--- src/rtl/mem_access_ctrl.sv ---
// Purpose : MEM-stage controller; one word-bus access per CPU request, with load extraction and extension.
// Latency : minimum 3 cycles per access (IDLE -> BUS -> DONE); done/rdata are valid in the DONE cycle.
// Backpr. : stall holds the pipeline from the request cycle until bus_ack or timeout; misaligned requests never stall.
//
// Ports:
//   clk, rst                 clock (rising edge) and synchronous active-high reset
//   mreq, mwr, mop, addr,    CPU request; held stable by the CPU while stall=1
//   wdata
//   stall                    combinational pipeline freeze
//   rdata, done              extended load result and one-cycle completion pulse
//   adel, ades, berr         load/store misalignment and bus-timeout pulses
//   bus_req .. bus_wdata     registered word-bus request (level until ack/timeout)
//   bus_ack, bus_rdata       one-cycle acknowledge and read word from memory

module mem_access_ctrl #(
   parameter int TMO_W   = 4,
   parameter int TMO_MAX = 15
) (
   input  logic        clk,
   input  logic        rst,
   input  logic        mreq,
   input  logic        mwr,
   input  logic [2:0]  mop,
   input  logic [31:0] addr,
   input  logic [31:0] wdata,
   output logic        stall,
   output logic [31:0] rdata,
   output logic        done,
   output logic        adel,
   output logic        ades,
   output logic        berr,
   output logic        bus_req,
   output logic        bus_we,
   output logic [31:0] bus_addr,
   output logic [3:0]  bus_be,
   output logic [31:0] bus_wdata,
   input  logic        bus_ack,
   input  logic [31:0] bus_rdata
);

   typedef enum logic [1:0] {
      S_IDLE = 2'd0,
      S_BUS  = 2'd1,
      S_DONE = 2'd2
   } state_t;

   typedef enum logic [1:0] {
      SZ_WORD = 2'd0,
      SZ_HALF = 2'd1,
      SZ_BYTE = 2'd2
   } size_t;

   localparam logic [TMO_W-1:0] TMO_LAST = TMO_W'(TMO_MAX - 1);

   state_t           state;
   logic [TMO_W-1:0] tmo_cnt;
   logic [1:0]       a_q;
   logic [2:0]       mop_q;
   logic             mwr_q;

   // Request decode on the live CPU inputs.
   size_t       req_size;
   logic        op_valid;
   logic        misal;
   logic [3:0]  req_be;
   logic [31:0] req_wdata;

   always_comb begin
      req_size = SZ_WORD;
      op_valid = 1'b1;
      if (mwr) begin
         case (mop)
            3'b000:  req_size = SZ_WORD;
            3'b001:  req_size = SZ_HALF;
            3'b011:  req_size = SZ_BYTE;
            default: op_valid = 1'b0;
         endcase
      end else begin
         case (mop)
            3'b000:  req_size = SZ_WORD;
            3'b001,
            3'b010:  req_size = SZ_HALF;
            3'b011,
            3'b100:  req_size = SZ_BYTE;
            default: op_valid = 1'b0;
         endcase
      end
   end

   // An invalid opcode is reported through the same exception path as misalignment.
   always_comb begin
      misal = !op_valid;
      if (req_size == SZ_WORD && addr[1:0] != 2'b00)
         misal = 1'b1;
      if (req_size == SZ_HALF && addr[0])
         misal = 1'b1;
   end

   // Little-endian lane enables; loads use the same enables as stores.
   always_comb begin
      req_be = 4'b1111;
      case (req_size)
         SZ_HALF: req_be = addr[1] ? 4'b1100 : 4'b0011;
         SZ_BYTE: begin
            case (addr[1:0])
               2'b00:   req_be = 4'b0001;
               2'b01:   req_be = 4'b0010;
               2'b10:   req_be = 4'b0100;
               default: req_be = 4'b1000;
            endcase
         end
         default: req_be = 4'b1111;
      endcase
   end

   // Store data is replicated across all lanes so memory only needs the enables.
   always_comb begin
      case (req_size)
         SZ_HALF: req_wdata = {2{wdata[15:0]}};
         SZ_BYTE: req_wdata = {4{wdata[7:0]}};
         default: req_wdata = wdata;
      endcase
   end

   // Load extraction from the acknowledged word, using the latched offset and opcode.
   logic [15:0] ld_half;
   logic [7:0]  ld_byte;
   logic [31:0] ld_result;

   always_comb begin
      ld_half = a_q[1] ? bus_rdata[31:16] : bus_rdata[15:0];
      ld_byte = a_q[0] ? ld_half[15:8] : ld_half[7:0];
      case (mop_q)
         3'b001:  ld_result = {16'h0000, ld_half};
         3'b010:  ld_result = {{16{ld_half[15]}}, ld_half};
         3'b011:  ld_result = {24'h000000, ld_byte};
         3'b100:  ld_result = {{24{ld_byte[7]}}, ld_byte};
         default: ld_result = bus_rdata;
      endcase
   end

   // Stall is combinational so the pipeline freezes in the very cycle the request is seen.
   always_comb begin
      stall = 1'b0;
      if (state == S_BUS)
         stall = 1'b1;
      else if (state == S_IDLE && mreq && !misal)
         stall = 1'b1;
   end

   always_ff @(posedge clk) begin
      if (rst) begin
         state     <= S_IDLE;
         tmo_cnt   <= '0;
         a_q       <= 2'b00;
         mop_q     <= 3'b000;
         mwr_q     <= 1'b0;
         rdata     <= 32'h0;
         done      <= 1'b0;
         adel      <= 1'b0;
         ades      <= 1'b0;
         berr      <= 1'b0;
         bus_req   <= 1'b0;
         bus_we    <= 1'b0;
         bus_addr  <= 32'h0;
         bus_be    <= 4'b0000;
         bus_wdata <= 32'h0;
      end else begin
         // Pulses default low; set only on the edge that enters the reporting cycle.
         done <= 1'b0;
         adel <= 1'b0;
         ades <= 1'b0;
         berr <= 1'b0;

         case (state)
            S_IDLE: begin
               if (mreq) begin
                  if (misal) begin
                     adel <= !mwr;
                     ades <= mwr;
                  end else begin
                     a_q       <= addr[1:0];
                     mop_q     <= mop;
                     mwr_q     <= mwr;
                     bus_req   <= 1'b1;
                     bus_we    <= mwr;
                     bus_addr  <= {addr[31:2], 2'b00};
                     bus_be    <= req_be;
                     bus_wdata <= req_wdata;
                     tmo_cnt   <= '0;
                     state     <= S_BUS;
                  end
               end
            end

            S_BUS: begin
               tmo_cnt <= tmo_cnt + 1'b1;
               // Ack is checked first so an ack on the final allowed cycle still completes normally.
               if (bus_ack) begin
                  bus_req <= 1'b0;
                  bus_we  <= 1'b0;
                  if (!mwr_q)
                     rdata <= ld_result;
                  done    <= 1'b1;
                  state   <= S_DONE;
               end else if (tmo_cnt == TMO_LAST) begin
                  bus_req <= 1'b0;
                  bus_we  <= 1'b0;
                  berr    <= 1'b1;
                  rdata   <= 32'h0;
                  done    <= 1'b1;
                  state   <= S_DONE;
               end
            end

            S_DONE: begin
               // The CPU inputs still show the finished request here; they are ignored.
               state <= S_IDLE;
            end

            default: begin
               state <= S_IDLE;
            end
         endcase
      end
   end

endmodule

--- config.mk ---
export PLATFORM = sky130hd
export DESIGN_NAME = mem_access_ctrl
export DESIGN_NICKNAME = d
export VERILOG_FILES = /design/src/rtl/mem_access_ctrl.sv
export SDC_FILE = /design/constraint.sdc
export NUM_CORES = 1
export LEC_CHECK = 0
export ABC_AREA = 0
export BUFFER_PORTS_ARGS = -buffer_cell sky130_fd_sc_hd__buf_4
export CORE_ASPECT_RATIO = 1.2
export CORE_MARGIN = 2
export CORE_UTILIZATION = 35
export CTS_CLUSTER_DIAMETER = 50
export DETAILED_ROUTE_END_ITERATION = 12
export PLACE_DENSITY_LB_ADDON = 0.15
export SETUP_SLACK_MARGIN = 0.5
export SLEW_MARGIN = 20
export SYNTH_ARGS = -nofsm -noshare
export SYNTH_HDL_FRONTEND = slang
export SYNTH_SLANG_ARGS = --single-unit
--- constraint.sdc ---
create_clock -name clk -period 4.1 [get_ports clk]
set_input_delay 0.615 -clock clk [delete_from_list [all_inputs] [get_ports clk]]
set_output_delay 0.615 -clock clk [all_outputs]
set_load 0.02 [all_outputs]
After elaboration in Yosys (flattened, before gate mapping) --
Cells that the tools add are included.
Storage, ports and cells: output and inout bits 107, input port bits 104, logic and storage cells 102, register bits after elaboration 116
Operators by class: multiplexer cells 38, equal/unequal tests 18, bitwise logic cells 4, add/subtract/negate cells 1, reductions and logical operators 26
Operators with widths (number):
- case mux 32 bit (4 select lines) | 1
- two-way mux 32 bit | 3
- case mux 32 bit (2 select lines) | 1
- two-way mux 16 bit | 1
- case mux 4 bit (2 select lines) | 2
- two-way mux 1 bit | 15
- == test 3 x 2 -> 1 bit, second input constant | 4
- two-way mux 4 bit | 3
- case mux 2 bit (2 select lines) | 3
- case mux 4 bit (3 select lines) | 1
- AND reduction 3 bit | 4
- two-way mux 2 bit | 5
- two-way mux 8 bit | 1
- == test 2 x 1 -> 1 bit, second input constant | 3
- == test 3 x 1 -> 1 bit, second input constant | 2
- == test 3 bit, second input constant | 2
- zero test 2 bit | 3
- != test 2 bit, second input constant | 3
- nonzero test 2 bit | 3
- OR reduction 2 bit | 3
- OR reduction 3 bit | 2
- OR reduction 5 bit | 1
- adder 4 x 1 -> 4 bit, second input constant | 1
- == test 2 bit, second input constant | 2
- other kinds (9) | 18

Logic depth before layout (Yosys ltp) --
depth after elaboration 12, depth in mapped cells 12, mapped depth without buffers 9

Worst setup path after synthesis --
OpenSTA, ideal clock, no wires.
kind input to output, from in mop[0], to out stall, data required time 3.485 ns, data arrival time 2.494 ns, stages on the path 10, path slack 0.991 ns, path buffers 2, cell sequence or4_1 o21ai_0 inv_1 ha_1 clkbuf_1 nand2_1 o2111a_1 nand2_1 clkbuf_1 nand2_1
Between the ends: word-level cells in the longest chain between the ends 12, elaborated cells between the ends (all ways) 26, those cells by class eq/ne: 5; mux: 10; reduce/logical: 11
RTL lines:
- from (decl) | RTL line 23 | input logic [2:0] mop,
- == test 3 x 2 -> 1 bit, or another cell as far along | RTL line 72, 79
- OR reduction 2 bit | RTL line 79 | case (mop)
- case mux 2 bit (2 select lines) | RTL line 79
- two-way mux 2 bit | RTL line 71 | if (mwr) begin
- zero test 2 bit | RTL line 93 | if (req_size == SZ_WORD && addr[1:0] != 2'b00)
- logical AND 1 bit | RTL line 93
- two-way mux 1 bit | RTL line 93
- two-way mux 1 bit (*) | RTL line 95 | if (req_size == SZ_HALF && addr[0])
- zero test 1 bit (*) | RTL line 147 | else if (state == S_IDLE && mreq && !misal)
- logical AND 1 bit (*) | RTL line 147
- two-way mux 1 bit (*) | RTL line 147
- two-way mux 1 bit (*) | RTL line 145 | if (state == S_BUS)
- to (decl) | RTL line 26 | output logic stall,
Every way passes the cells marked *; elsewhere a longest branch is shown, timed or not.

Final worst setup path --
Same ends and word-level chain as after synthesis.

==> results.yml <==
setup_path:
  max_stage_delay_ns: 0.50
  critical_path_class: "input pin to output port"
  cp-startpoint: "mop[0]"
  startpoint_type: "input pin"
  cp-end-kind: "output port"
  reg2reg_from: "mop_q[2]"
  crit_fanout: 19
  worstPathRequired_ns: 3.48
  cp_common_cell: "nand2_1"
  rrSetupSlack_ns: 1.85
  path_cells: "buf_4 -> or4_1 -> o21ai_0 -> inv_1 -> ha_1 -> nand2_1 -> o2111a_2 -> nand2_1 -> nand2_1 -> buf_4"
  r2r_end: "rdata[19]"
  slowest_stage: "or4_1"
  arrival_ns: 2.65
  reg2regPathDepth: 4
yosys:
  ys_warn_count: 0
  synth_edf_count: 0
  synth_area_leader_cell: "dfxtp_1"
  synth-compound-area-share_pct: 31.32
  synthAdderAreaFrac_pct: 1.381
  ys_ff_latch: 116
  postSynthAreaPerCell_um2: 8.171
  synthFlopType: "dfxtp_1"
  yosys.area_share.xor_xnor_pct: 0.6668
  synthCells: 643
  synthMuxAreaShare_pct: 2.120
  synth-simple-area-share_pct: 14.43
  synth_area_um2: 5254
  synth_top_family_by_area: "compound AO/OA/AOI/OAI gates"
  synthTopCellsByArea: "dfxtp_1, o21ai_0, a21oi_1, nand3_1, clkbuf_1"
  async_flop_share_pct: 0
  synth_top_area_share_pct: 44.20
  synth_cell_types: 53
  seq_area_frac_synth_pct: 44.20
drt:
  vias_per_cell: 5.420
  first_pass_iters: 4
  postRouteAntennaNets: 0
  wire_per_inst_um: 16.73
  wl_um: 17340
  drcViolationCount: 0
  drt-initial-drc-count: 387
  vias: 5615
floorplanning:
  core-area_um2: 14840
  die_h_um: 138.2
  num_rows: 49
  dieArea_um2: 16010
  start_util_pct: 35.41
  die_x_um: 115.8
  ios: 211
global_routing:
  antenna_found_initial: 0
  grt_first_pass_wirelength_um: 27720
  grt_max_degree: 74
  grt_pass1_vias: 5600
  track_usage_pct: 21.60
  grt-ovfl-total: 0
clock_network:
  htree_levels: 4
  cts_resized: 0
  worstSkewPairLatency_ns: 0.41
  numCtsBuffers: 17
  clk_pin_slew_ns: 0.05
  postCtsHoldBufs: 0
  cts_tree: "done"
  cts_buffer_depth: 2
  cts_setup_buffers: 0
  root_buffer: "clkbuf_16"
  cts.sinks: 116
pwr:
  swShare_pct: 25.73
  power_frac_clock_pct: 47.3
  p_leak_nw: 3.064
  powerDensity_nw_per_um2: 429.6
  finalPower_mw: 3.230
  switching_power_mw: 0.8309
  combinationalPowerShare_pct: 15.4
  ir_drop_v: 0.0002131
  p_int_mw: 2.399
  p_seq_share_pct: 37.3
hold_path:
  hp-class: "input pin to flip-flop"
  hold_end: "berr"
  holdPathStages: 2
  hold_start: "bus_ack"
layout:
  num_antenna_cells: 0
  nets: 928
  area_growth_pct: 43.08
  drive_above_1_share_pct: 31.85
sta:
  tns_ns: 0
  finalCritPeriodShare_pct: 79.67
  slew_headroom_pct: 28.73
  finalCriticalPeriod_ns: 3.267
  setup_viol: 0
  fmax_ghz: 0.3061
  fin_skew_ns: 0.009348
  rsz0062_at_grt: "false"
  slew_viol_final: 0
  hold_viol: 0
  max_slew.worst_pin.slew_ns: 1.065
placed_design:
  dpl.hpwl_um: 12130
  io_buffers: 208
  routabilityCongestion: 0.8418
outcome:
  status: "completed"
job:
  max-cap-violations: 0
==> area by class of cell <==
type                            count  area, um2
Clock buffer                       21      450.4
Clock inverter                     11      157.7
Fill cell                        1496       7320
Inverter                           10      37.54
Multi-Input combinational cell    456       2658
Sequential cell                   116       2322
Tap cell                          204      255.2
Timing Repair Buffer              218       1637
==> synthesized netlist by cell type, drive strengths merged (2+ instances only) <==
| library cell | count |
|---|---|
| o21a | 8 |
| a21o | 3 |
| and3 | 2 |
| nor3 | 5 |
| nand2 | 41 |
| o211ai | 18 |
| o2111ai | 2 |
| and2 | 3 |
| o221ai | 7 |
| a221oi | 16 |
| dfxtp | 116 |
| a211oi | 18 |
| clkbuf | 44 |
| mux2 | 7 |
| nand2b | 3 |
| ha | 5 |
| nand4 | 2 |
| nor2 | 38 |
| nand3 | 48 |
| o21bai | 2 |
| inv | 9 |
| xor2 | 3 |
| a21oi | 69 |
| o21ai | 126 |
| nor2b | 11 |
| buf | 18 |
==> power by group through the flow <==
| stage | registers, mW | clock network, mW | logic (mW) |
|---|---|---|---|
| 2_1_floorplan | 1.27 | 0 | 0.228 |
| 3_3_place_gp | 1.23 | 0 | 0.491 |
| 3_5_place_dp | 1.23 | 0 | 0.499 |
| 4_1_cts | 1.20 | 1.56 | 0.499 |
| 5_1_grt | 1.21 | 1.61 | 0.545 |
| 6_report | 1.20 | 1.53 | 0.498 |
==> cell usage in the layout, fill, tap and decap left out, drive strengths merged, types with 2 or more instances in the layout <==
| cell type | count |
|---|---|
| buf | 218 |
| o21ai | 126 |
| dfxtp | 116 |
| a21oi | 69 |
| nand3 | 48 |
| nand2 | 41 |
| nor2 | 38 |
| clkbuf | 21 |
| a211oi | 18 |
| o211ai | 18 |
| a221oi | 16 |
| nor2b | 11 |
| inv | 9 |
| o21a | 8 |
| mux2 | 7 |
| o221ai | 7 |
| clkinv | 7 |
| nor3 | 5 |
| ha | 5 |
| bufinv | 4 |
| nand2b | 3 |
| a21o | 3 |
| xor2 | 3 |
| and2 | 3 |
| and3 | 2 |
| nand4 | 2 |
| conb | 2 |
| o2111ai | 2 |
| o21bai | 2 |
==> critical path: cells and delay by family <==
| family | cells | cell delay [ns] |
|---|---|---|
| AND/OR/NAND/NOR | 4 | 0.90 |
| adder cells (fa/ha/maj) | 1 | 0.41 |
| buffers and inverters | 3 | 0.37 |
| AO/OA/AOI/OAI | 2 | 0.35 |
==> sequential cells by signal (all words and copies together), names as in the netlist <==
signal / cells
bus_addr: 30
berr: 1
mop_q: 3
done: 1
bus_be: 4
ades: 1
adel: 1
tmo_cnt: 4
state: 2
bus_we: 1
rdata: 32
mwr_q: 1
a_q: 2
bus_req: 1
bus_wdata: 32
==> how the worst max path moves through the flow <==
stage	end	slack, ns
after floorplan	stall	0.99
after global placement	bus_addr[16]	0.85
after detailed placement	bus_addr[20]	0.77
after CTS	stall	0.84
after global routing	stall	0.62
final	stall	0.83
==> per-stage QoR <==
step,cell area (um2),setup slack (ns),utilization [%],hold slack [ns],instances
global placement,6909,0.8468,46.57,0.4357,1004
global route,7517,0.6191,50.67,0.3890,1036
floorplan,5258,0.9909,-,0.4315,644
CTS,7517,0.8421,50.67,0.3819,1036
finish,7517,0.8333,50.67,0.3975,1036
detailed placement,6909,0.7657,46.57,0.4427,1004
==> cell families (layout without fill, tap and decap cells) <==
kind of cell    count (synthesis)  in the layout
flops                         116            116
simple gates                  160            160
xor+xnor                        4              4
compound gates                275            275
other cells                     1              2
mux                             9              9
buf+inv                        72            260
fa+ha+maj                       6              6
==> metal layers <==
metal / GRT usage (%) / wire, um / vias up
met5: 0 / 0 / -
met4: 8.083 / 454 / 0
met3: 6.971 / 1529 / 37
met2: 35.49 / 8369 / 236
met1: 26.16 / 6980 / 2643
li1: - / - / 2699
Power figures use the tool's default switching activity.
